**config.mk**
```make
export PLATFORM = sky130hd
export DESIGN_NAME = seq_restoring_divider_flat
export DESIGN_NICKNAME = d
export VERILOG_FILES = /design/src/rtl/seq_restoring_divider_pkg.sv /design/src/rtl/seq_restoring_divider_if.sv /design/src/rtl/seq_restoring_divider_div_step.sv /design/src/rtl/seq_restoring_divider.sv /design/src/flat_wrapper.sv
export SDC_FILE = /design/constraint.sdc
export NUM_CORES = 1
export LEC_CHECK = 0
export ABC_AREA = 1
export CAP_MARGIN = 20
export CORE_MARGIN = 2
export CORE_UTILIZATION = 50
export DETAILED_ROUTE_END_ITERATION = 10
export MAX_ROUTING_LAYER = met4
export PLACE_DENSITY_LB_ADDON = 0.08
export SYNTH_ARGS = -nofsm -noshare
export SYNTH_HDL_FRONTEND = slang
export SYNTH_SLANG_ARGS = --single-unit
```
**constraint.sdc**
```tcl
create_clock -name clk -period 5.4 [get_ports clk]
set_input_delay 1.08 -clock clk [delete_from_list [all_inputs] [get_ports clk]]
set_output_delay 1.08 -clock clk [all_outputs]
set_load 0.01 [all_outputs]
```
**src/rtl/seq_restoring_divider_pkg.sv**
```systemverilog
`default_nettype none
// ----------------------------------------------------------------------------
// divider_pkg - shared types and constants for seq_restoring_divider (rev 1.0)
// ----------------------------------------------------------------------------
package divider_pkg;

  localparam int DEF_N_W = 16;
  localparam int DEF_D_W = 8;

  // Wide all-ones source; truncated to the quotient width at the use site.
  localparam logic [63:0] DBZ_QUOTIENT = '1;

  typedef enum logic [1:0] {
    IDLE = 2'd0,
    RUN  = 2'd1,
    DONE = 2'd2
  } state_t;

  function automatic int cnt_width(input int n);
    return (n > 1) ? $clog2(n) : 1;
  endfunction

endpackage
`default_nettype wire

```
**src/rtl/seq_restoring_divider_if.sv**
```systemverilog
`default_nettype none
// ----------------------------------------------------------------------------
// seq_restoring_divider_if - operand/result handshake bundle (rev 1.0)
// ----------------------------------------------------------------------------
interface seq_restoring_divider_if
  import divider_pkg::*;
#(
  parameter int N_W = DEF_N_W,
  parameter int D_W = DEF_D_W
);
  logic           in_valid;
  logic           in_ready;
  logic [N_W-1:0] dividend;
  logic [D_W-1:0] divisor;
  logic           out_valid;
  logic           out_ready;
  logic [N_W-1:0] quotient;
  logic [D_W-1:0] remainder;
  logic           div_by_zero;
  logic           busy;

  modport master (
    output in_valid, dividend, divisor, out_ready,
    input  in_ready, out_valid, quotient, remainder, div_by_zero, busy
  );

  modport slave (
    input  in_valid, dividend, divisor, out_ready,
    output in_ready, out_valid, quotient, remainder, div_by_zero, busy
  );
endinterface
`default_nettype wire

```
**src/rtl/seq_restoring_divider_div_step.sv**
```systemverilog
`default_nettype none
// ----------------------------------------------------------------------------
// div_step - one restoring-division iteration, combinational (rev 1.0)
// ----------------------------------------------------------------------------
module div_step #(
  parameter int D_W = 8
) (
  input  logic [D_W-1:0] pr,
  input  logic           in_bit,
  input  logic [D_W-1:0] divisor,
  output logic [D_W-1:0] pr_next,
  output logic           q_bit
);
  logic [D_W:0] shifted;
  logic [D_W:0] diff;

  assign shifted = {pr, in_bit};
  assign diff    = shifted - {1'b0, divisor};
  // With pr < divisor the difference's top bit is exactly the borrow.
  assign q_bit   = ~diff[D_W];
  assign pr_next = q_bit ? diff[D_W-1:0] : shifted[D_W-1:0];
endmodule
`default_nettype wire

```
**src/rtl/seq_restoring_divider.sv**
```systemverilog
`default_nettype none
// ----------------------------------------------------------------------------
// seq_restoring_divider - unsigned N_W/D_W restoring divider, 1 bit/clk (rev 1.0)
// ----------------------------------------------------------------------------
module seq_restoring_divider
  import divider_pkg::*;
#(
  parameter int N_W = DEF_N_W,
  parameter int D_W = DEF_D_W
) (
  input  logic                   clk,
  input  logic                   rst_n,
  seq_restoring_divider_if.slave bus
);
  localparam int             CNT_W = cnt_width(N_W);
  localparam logic [N_W-1:0] DBZ_Q = N_W'(DBZ_QUOTIENT);

  state_t           state, state_nx;
  logic [N_W-1:0]   q_reg;
  logic [D_W-1:0]   pr_reg;
  logic [D_W-1:0]   dsr_reg;
  logic [CNT_W-1:0] cnt_reg;
  logic             dbz_reg;
  logic [D_W-1:0]   pr_step;
  logic             q_bit;

  div_step #(.D_W(D_W)) u_step (
    .pr      (pr_reg),
    .in_bit  (q_reg[N_W-1]),
    .divisor (dsr_reg),
    .pr_next (pr_step),
    .q_bit   (q_bit)
  );

  always_ff @(posedge clk or negedge rst_n) begin
    if (!rst_n) state <= IDLE;
    else        state <= state_nx;
  end

  always_comb begin
    state_nx      = state;
    bus.in_ready  = 1'b0;
    bus.out_valid = 1'b0;
    bus.busy      = 1'b0;
    case (state)
      IDLE: begin
        bus.in_ready = 1'b1;
        if (bus.in_valid) state_nx = (bus.divisor == '0) ? DONE : RUN;
      end
      RUN: begin
        bus.busy = 1'b1;
        if (cnt_reg == '0) state_nx = DONE;
      end
      DONE: begin
        bus.out_valid = 1'b1;
        if (bus.out_ready) state_nx = IDLE;
      end
      default: state_nx = IDLE;
    endcase
  end

  // Quotient and remainder registers double as the result outputs; they are
  // only disturbed on acceptance and in RUN, so they hold through DONE/IDLE.
  always_ff @(posedge clk or negedge rst_n) begin
    if (!rst_n) begin
      q_reg   <= '0;
      pr_reg  <= '0;
      dsr_reg <= '0;
      cnt_reg <= '0;
      dbz_reg <= 1'b0;
    end else begin
      case (state)
        IDLE: begin
          if (bus.in_valid) begin
            dsr_reg <= bus.divisor;
            cnt_reg <= CNT_W'(N_W - 1);
            if (bus.divisor == '0) begin
              q_reg   <= DBZ_Q;
              pr_reg  <= bus.dividend[D_W-1:0];
              dbz_reg <= 1'b1;
            end else begin
              q_reg   <= bus.dividend;
              pr_reg  <= '0;
              dbz_reg <= 1'b0;
            end
          end
        end
        RUN: begin
          pr_reg  <= pr_step;
          q_reg   <= {q_reg[N_W-2:0], q_bit};
          cnt_reg <= cnt_reg - 1'b1;
        end
        default: ;
      endcase
    end
  end

  assign bus.quotient    = q_reg;
  assign bus.remainder   = pr_reg;
  assign bus.div_by_zero = dbz_reg;
endmodule
`default_nettype wire

```
**src/flat_wrapper.sv**
```systemverilog
// flat-port wrapper written by rule: the top's interface ports become plain ports
module seq_restoring_divider_flat import divider_pkg::*;
#(
  parameter int N_W = DEF_N_W,
  parameter int D_W = DEF_D_W
)
  (clk, rst_n, bus_in_valid, bus_dividend, bus_divisor, bus_out_ready, bus_in_ready, bus_out_valid, bus_quotient, bus_remainder, bus_div_by_zero, bus_busy);
  seq_restoring_divider_if #(.N_W(N_W), .D_W(D_W)) bus_i ();
  input  logic clk;
  input  logic rst_n;
  input wire logic [$bits(bus_i.in_valid)-1:0] bus_in_valid;
  input wire logic [$bits(bus_i.dividend)-1:0] bus_dividend;
  input wire logic [$bits(bus_i.divisor)-1:0] bus_divisor;
  input wire logic [$bits(bus_i.out_ready)-1:0] bus_out_ready;
  output wire logic [$bits(bus_i.in_ready)-1:0] bus_in_ready;
  output wire logic [$bits(bus_i.out_valid)-1:0] bus_out_valid;
  output wire logic [$bits(bus_i.quotient)-1:0] bus_quotient;
  output wire logic [$bits(bus_i.remainder)-1:0] bus_remainder;
  output wire logic [$bits(bus_i.div_by_zero)-1:0] bus_div_by_zero;
  output wire logic [$bits(bus_i.busy)-1:0] bus_busy;
  assign bus_i.in_valid = bus_in_valid;
  assign bus_i.dividend = bus_dividend;
  assign bus_i.divisor = bus_divisor;
  assign bus_i.out_ready = bus_out_ready;
  assign bus_in_ready = bus_i.in_ready;
  assign bus_out_valid = bus_i.out_valid;
  assign bus_quotient = bus_i.quotient;
  assign bus_remainder = bus_i.remainder;
  assign bus_div_by_zero = bus_i.div_by_zero;
  assign bus_busy = bus_i.busy;
  seq_restoring_divider #(.N_W(N_W), .D_W(D_W)) u_core (.clk(clk), .rst_n(rst_n), .bus(bus_i));
endmodule
```
; Word-level counts from Yosys, hierarchy flattened
; Index checks and enable logic that the tools add are counted.
[op_classes]
n_addsub = 2
n_eq_ne = 5
muxes = 18
bitwise_logic = 1
n_reduce_logical = 7
[ops]
columns = operator, n
row1 = 16-bit 2-to-1 mux, 2
row2 = 16-bit one-hot mux with 2 select lines, 1
row3 = 8-bit 2-to-1 mux, 3
row4 = 8-bit one-hot mux with 2 select lines, 1
row5 = 9-bit by 8-bit subtractor with 9-bit output, 1
row6 = 8-bit logical NOT, 1
row7 = 2-bit 2-to-1 mux, 4
row8 = 4-bit one-hot mux with 2 select lines, 1
row9 = 2-bit one-hot mux with 3 select lines, 1
row10 = 4-bit logical NOT, 1
row11 = 1-bit 2-to-1 mux, 4
row12 = 4-bit 2-to-1 mux, 1
row13 = 2-bit inequality test (second input constant), 2
row14 = 2-bit AND reduction, 2
row15 = 4-bit by 1-bit subtractor with 4-bit output (second input constant), 1
row16 = 3-bit AND reduction, 1
row17 = 2-bit by 1-bit equality test with 1-bit output (second input constant), 1
row18 = 2-bit equality test (second input constant), 1
row19 = 2-bit logical NOT, 1
row20 = 2-bit by 1-bit inequality test with 1-bit output (second input constant), 1
row21 = 2-bit nonzero test, 1
row22 = 1-bit NOT, 1
[word_totals]
reg_bits = 39
inputBits = 28
output_inout_bits = 28
wordCells = 39

; Longest topological paths before layout
[depth]
ltp_word = 4
mapped_depth = 13
mapped_depth_nobuf = 13

; Modules after synthesis
; A second synthesis with hierarchy kept.
[unflattened]
hier_cells = 338
hier_area_um2 = 2498.6
[by_module_without_submodules]
columns = mod, instances, cells_each, area_each_um2, seq_area_each_um2
row1 = seq_restoring_divider, 1, 233, 1910.6, 975.9
row2 = div_step, 1, 105, 588.1, 0.0

; Worst setup path after synthesis
; OpenSTA, ideal clock, no wires.
[synth_path]
path_kind = reg2out
startpoint = register u_core.state[1]
endpoint = output bus_busy
t_arrival_ps = 907
required_time_ps = 4320
slack_ps = 3413
stages_incl_launch_ff = 5
n_path_buf = 1
path_cell_list = dfrtp_1 -> inv_1 -> nand2_2 -> inv_4 -> buf_2
[synth_via]
elab_chain_len = 2
[synth_lines]
columns = element, line_no
row1 = from (decl), seq_restoring_divider.sv:18  ; state_t state, state_nx;
row2 = from (signal assigned), seq_restoring_divider.sv:37  ; else state <= state_nx;
row3 = 2-bit by 1-bit equality test with 1-bit output, seq_restoring_divider.sv:45  ; case (state)
row4 = 1-bit 2-to-1 mux, seq_restoring_divider.sv:45
row5 = to (decl), flat_wrapper.sv:20  ; output wire logic [$bits(bus_i.busy)-1:0] bus_busy;
; No other way between the ends.

; Worst setup path in the final report
; Same ends and word-level chain as after synthesis.

==> flow_results.org <==
** Synth
- sky130_fd_sc_hd__nand2_1 is the most common cell in the netlist.
- Among all flip-flop cells after synthesis, the most frequent one is sky130_fd_sc_hd__dfrtp_1.
- Number of synthesized register bits :: 39
- Synthesis produced a netlist with a net count of 360.
- After synthesis the cells add up to 0.00246 mm^2.
- Synth async-reset ratio :: 100%
- Ranked by instance count, the synthesized netlist is headed by sky130_fd_sc_hd__nand2_1, sky130_fd_sc_hd__inv_1, sky130_fd_sc_hd__dfrtp_1.
- By area the synthesized netlist is led by sky130_fd_sc_hd__dfrtp_1, sky130_fd_sc_hd__nand2_1, sky130_fd_sc_hd__inv_1.
- The biggest area contributor in the post-synthesis netlist is sky130_fd_sc_hd__dfrtp_1.
- Count of warnings emitted by yosys :: 0
- After technology mapping, the gate count stands at 322.
- Synthesis instantiated 36 different standard cells from the library.
- For this run, the register share of the synthesized area comes to 39.7%.
- Post-synth EDFFs :: 0
- Mean post-synth cell area :: 7.63 um^2
- Share of the synthesized area in the top cell type :: 39.7%

** Clocking
- Clock transition time at the flip-flop clock pins of the worst setup and hold paths :: 80 ps
- After clock tree synthesis, the setup repair step added 0 buffers.
- Clock Root Buffer :: sky130_fd_sc_hd__clkbuf_8
- Counting along the longest clock path gives a buffer depth of 2.
- CTS buffer count :: 5
- TritonCTS built the clock tree.
- Post-CTS resize count :: 0
- # hold bufs at CTS :: 0
- Clock tree synthesis found a total of 39 sinks.
- The H-tree was split into 2 levels.
- For the worst-skew pair, the clock arrives at the later sink with an insertion delay of 290 ps.

** Floorplanning
- # rows :: 25
- The die is 74.1 um wide.
- During I/O placement, the number of pins put on the boundary was 56.
- Once the floorplan was initialized, standard cells occupied 52.0% of the core.
- Area of the core region :: 0.00472 mm^2
- The die covers 0.00549 mm^2.
- The floorplan step set the die height to 74.1 um.

** Power
- Power dissipated by switching net loads :: 1.03 mW
- Sequential power share :: 24.8%
- Power consumption :: 2.18 mW
- Net Sw Frac :: 47.1%
- VDD sags by at most 0.308 mV.
- In this run the static leakage power is 1.54 nW.
- Internal power comes to 1.15 mW.
- Clock power share :: 9.1%
- Pwr/cell area :: 701 mW/mm^2
- Relative contribution of combinational cells to total power :: 66.1%

** Critical path
- Reg2Reg Launch Point :: u_core.bus.quotient[15]
- Startpoint type of the worst setup path :: register
- WP data required :: 4320 ps
- The worst setup path is captured at an output pin.
- Largest stage delay on the critical path :: 610 ps
- The signal on the critical path passes through inv_1 -> nand2_2 -> inv_4 -> clkdlybuf4s50_1.
- Slowest CP cell :: sky130_fd_sc_hd__clkdlybuf4s50_1
- R2R setup slack :: 3320 ps
- The critical path in this run is classified as register to output pin.
- The critical path crosses 4 cells after its start point.
- Data arrives at the worst endpoint at 1850 ps.
- Tracing the worst setup path back leads to its startpoint at u_core.state[1].
- Logic depth of the worst register-to-register path :: 12
- Of all nets on the critical path, the largest fanout is 28.
- CP Capture Point :: bus_busy
- CP bufs+invs :: 3
- Among cell families on the critical path, the largest total delay comes from buffers and inverters.
- In this run the critical register-to-register path is captured at u_core.bus.remainder[6].

** Final layout
- Util after Layout :: 65.9%
- Flip-flop count of the largest register after layout :: 16
- The net count of the finished layout is 412.
- Relative to the synthesized area, the layout overhead comes to 26.7%.
- 0 antenna diodes ended up in the layout.
- Share of cells above drive strength 1 :: 8.56%

** Routing
- The count of nets left with antenna violations once routing finished came out at 0.
- For this block, the via count after detailed routing is 2,193.
- In the routed layout, each cell is associated on average with a via count of 4.97.
- 1st-pass router iterations :: 4
- Routed wire length :: 5600 um
- Wirelength per Cell :: 12.7 um
- After detailed routing, the number of remaining DRC violations is 0.
- Number of violations reported at the end of detailed-routing iteration 0 :: 114

** Timing
- Final Hold Viols :: 0
- Timing would allow up to 341 MHz.
- Post-route minimum period :: 2930 ps
- The max-slew violation count is 0.
- Setup repair after global routing left no endpoint under its margin.
- Dividing the final minimum period by the clock period gives 54.2%.
- On the final layout, the worst clock skew is 6.32 ps.
- Actual slew at the worst max-slew pin :: 903 ps
- Adding up every negative setup slack in the final design gives 0 ps.
- Measured against its own limit, the worst slew margin works out to 39.8%.
- Final-layout worst hold slack :: 486 ps
- Setup violations remaining at the end of the flow were counted as 0.

** Run
- The tool flagged a number of max-cap violations equal to 0.

** Placement
- Once detailed placement completed, the half-perimeter wirelength came to 4130 um.
- Global placement routability congestion :: 0.853
- The count of buffers added on input and output ports is 55.

** GRT
- Entering global routing, the biggest net connects 40 pins.
- First-pass GRT wire length :: 9250 um
- Total overflow reported by the global router :: 0
- Across every metal layer, demand over resource in global routing totals 22.5%.
- Number of global-route vias before repair :: 2,073
- Antenna violations before repair :: 0

** Hold path
- Worst min-delay path class :: register to register

** Status
- Run status :: complete, no violations
## worst register-to-register path, cell delays in order, from the launching register on
cell                      delay (ps)
sky130_fd_sc_hd__dfrtp_1         360
sky130_fd_sc_hd__inv_1            80
sky130_fd_sc_hd__ha_1            230
sky130_fd_sc_hd__fa_1            400
sky130_fd_sc_hd__inv_1            70
sky130_fd_sc_hd__nand2_1          50
sky130_fd_sc_hd__nand2_1         110
sky130_fd_sc_hd__nand3_2         120
sky130_fd_sc_hd__nand3_2         210
sky130_fd_sc_hd__nand2_4         100
sky130_fd_sc_hd__nand2_1          80
sky130_fd_sc_hd__nand3_1          80
sky130_fd_sc_hd__a21oi_2         120
## cell families (layout without fill, tap and decap cells)
kind of cell               Yosys count  after routing  synth area share [%]
buffers and inverters               70            122                  11.8
and+or+nand+nor                    151            151                  28.6
AOI/OAI and AO/OA                   49             49                  13.5
adders and majority gates           10             10                  5.40
xor gates and xnor gates             3              3                  1.07
DFF                                 39             39                  39.7
## metal layers
metal  vias to the layer above  wire length (um)  global-route usage, %
met5                         -                 0                      -
met4                         0                46                   5.86
met3                         6               192                   3.25
met2                        51              2660                   36.3
met1                      1001              2700                   29.7
li1                       1135                 -                      -
## power by group through the flow
stage                     Combinational, mW  Sequential (mW)  Clock [mW]
final                                  1.44            0.541       0.199
after global routing                   1.62            0.559       0.216
after CTS                              1.45            0.541       0.205
after detailed placement               1.44            0.543           0
after global placement                 1.41            0.545           0
after floorplan                        1.01            0.563           0
## worst min path at each step
| stage | from | to | slack [ps] | cells past startpoint |
|---|---|---|---|---|
| 2_1_floorplan | u_core.dsr_reg[0] | u_core.dsr_reg[0] | 450 | 2 |
| 3_3_place_gp | u_core.dsr_reg[0] | u_core.dsr_reg[0] | 470 | 2 |
| 3_5_place_dp | u_core.bus.div_by_zero | u_core.bus.div_by_zero | 470 | 2 |
| 4_1_cts | u_core.bus.div_by_zero | u_core.bus.div_by_zero | 500 | 2 |
| 5_1_grt | u_core.cnt_reg[3] | u_core.cnt_reg[3] | 520 | 1 |
| 6_report | u_core.cnt_reg[3] | u_core.cnt_reg[3] | 490 | 1 |
## placed cells by master, fill, tap and decap left out, drive strengths merged
| cell | Yosys | layout |
|---|---|---|
| nand2 | 97 | 97 |
| inv | 60 | 60 |
| clkdlybuf4s50 | 0 | 54 |
| dfrtp | 39 | 39 |
| nand3 | 26 | 26 |
| o21ai | 22 | 22 |
| nor2 | 17 | 17 |
| o2111ai | 9 | 9 |
| ha | 9 | 9 |
| a21oi | 7 | 7 |
| clkbuf | 0 | 6 |
| a21boi | 5 | 5 |
| nand4 | 4 | 4 |
| or2 | 3 | 3 |
| nand3b | 2 | 2 |
| xnor2 | 2 | 2 |
| o21bai | 2 | 2 |
| nor3 | 2 | 2 |
| o22ai | 2 | 2 |
| xor2 | 1 | 1 |
| o32ai | 1 | 1 |
| a22oi | 1 | 1 |
| fa | 1 | 1 |
| clkinv | 0 | 1 |
| buf | 10 | 1 |
## cell type report
class / count / area [um^2]
clock buffer: 6 / 82.6
inverter: 60 / 228
multi-input combinational: 213 / 1190
fill: 415 / 1610
clock inverter: 1 / 5.00
sequential: 39 / 976
timing repair buffer: 55 / 546
tap: 67 / 83.8
## per-stage QoR
step / cells / setup WS, ps / cell area [um^2]
after detailed placement: 434 / 2670 / 3030
after global routing: 441 / 2400 / 3110
final: 441 / 2470 / 3110
after CTS: 441 / 2460 / 3110
after floorplan: 322 / 3410 / 2460
after global placement: 434 / 2700 / 3030
No activity file was read; power rests on OpenSTA's default activity.
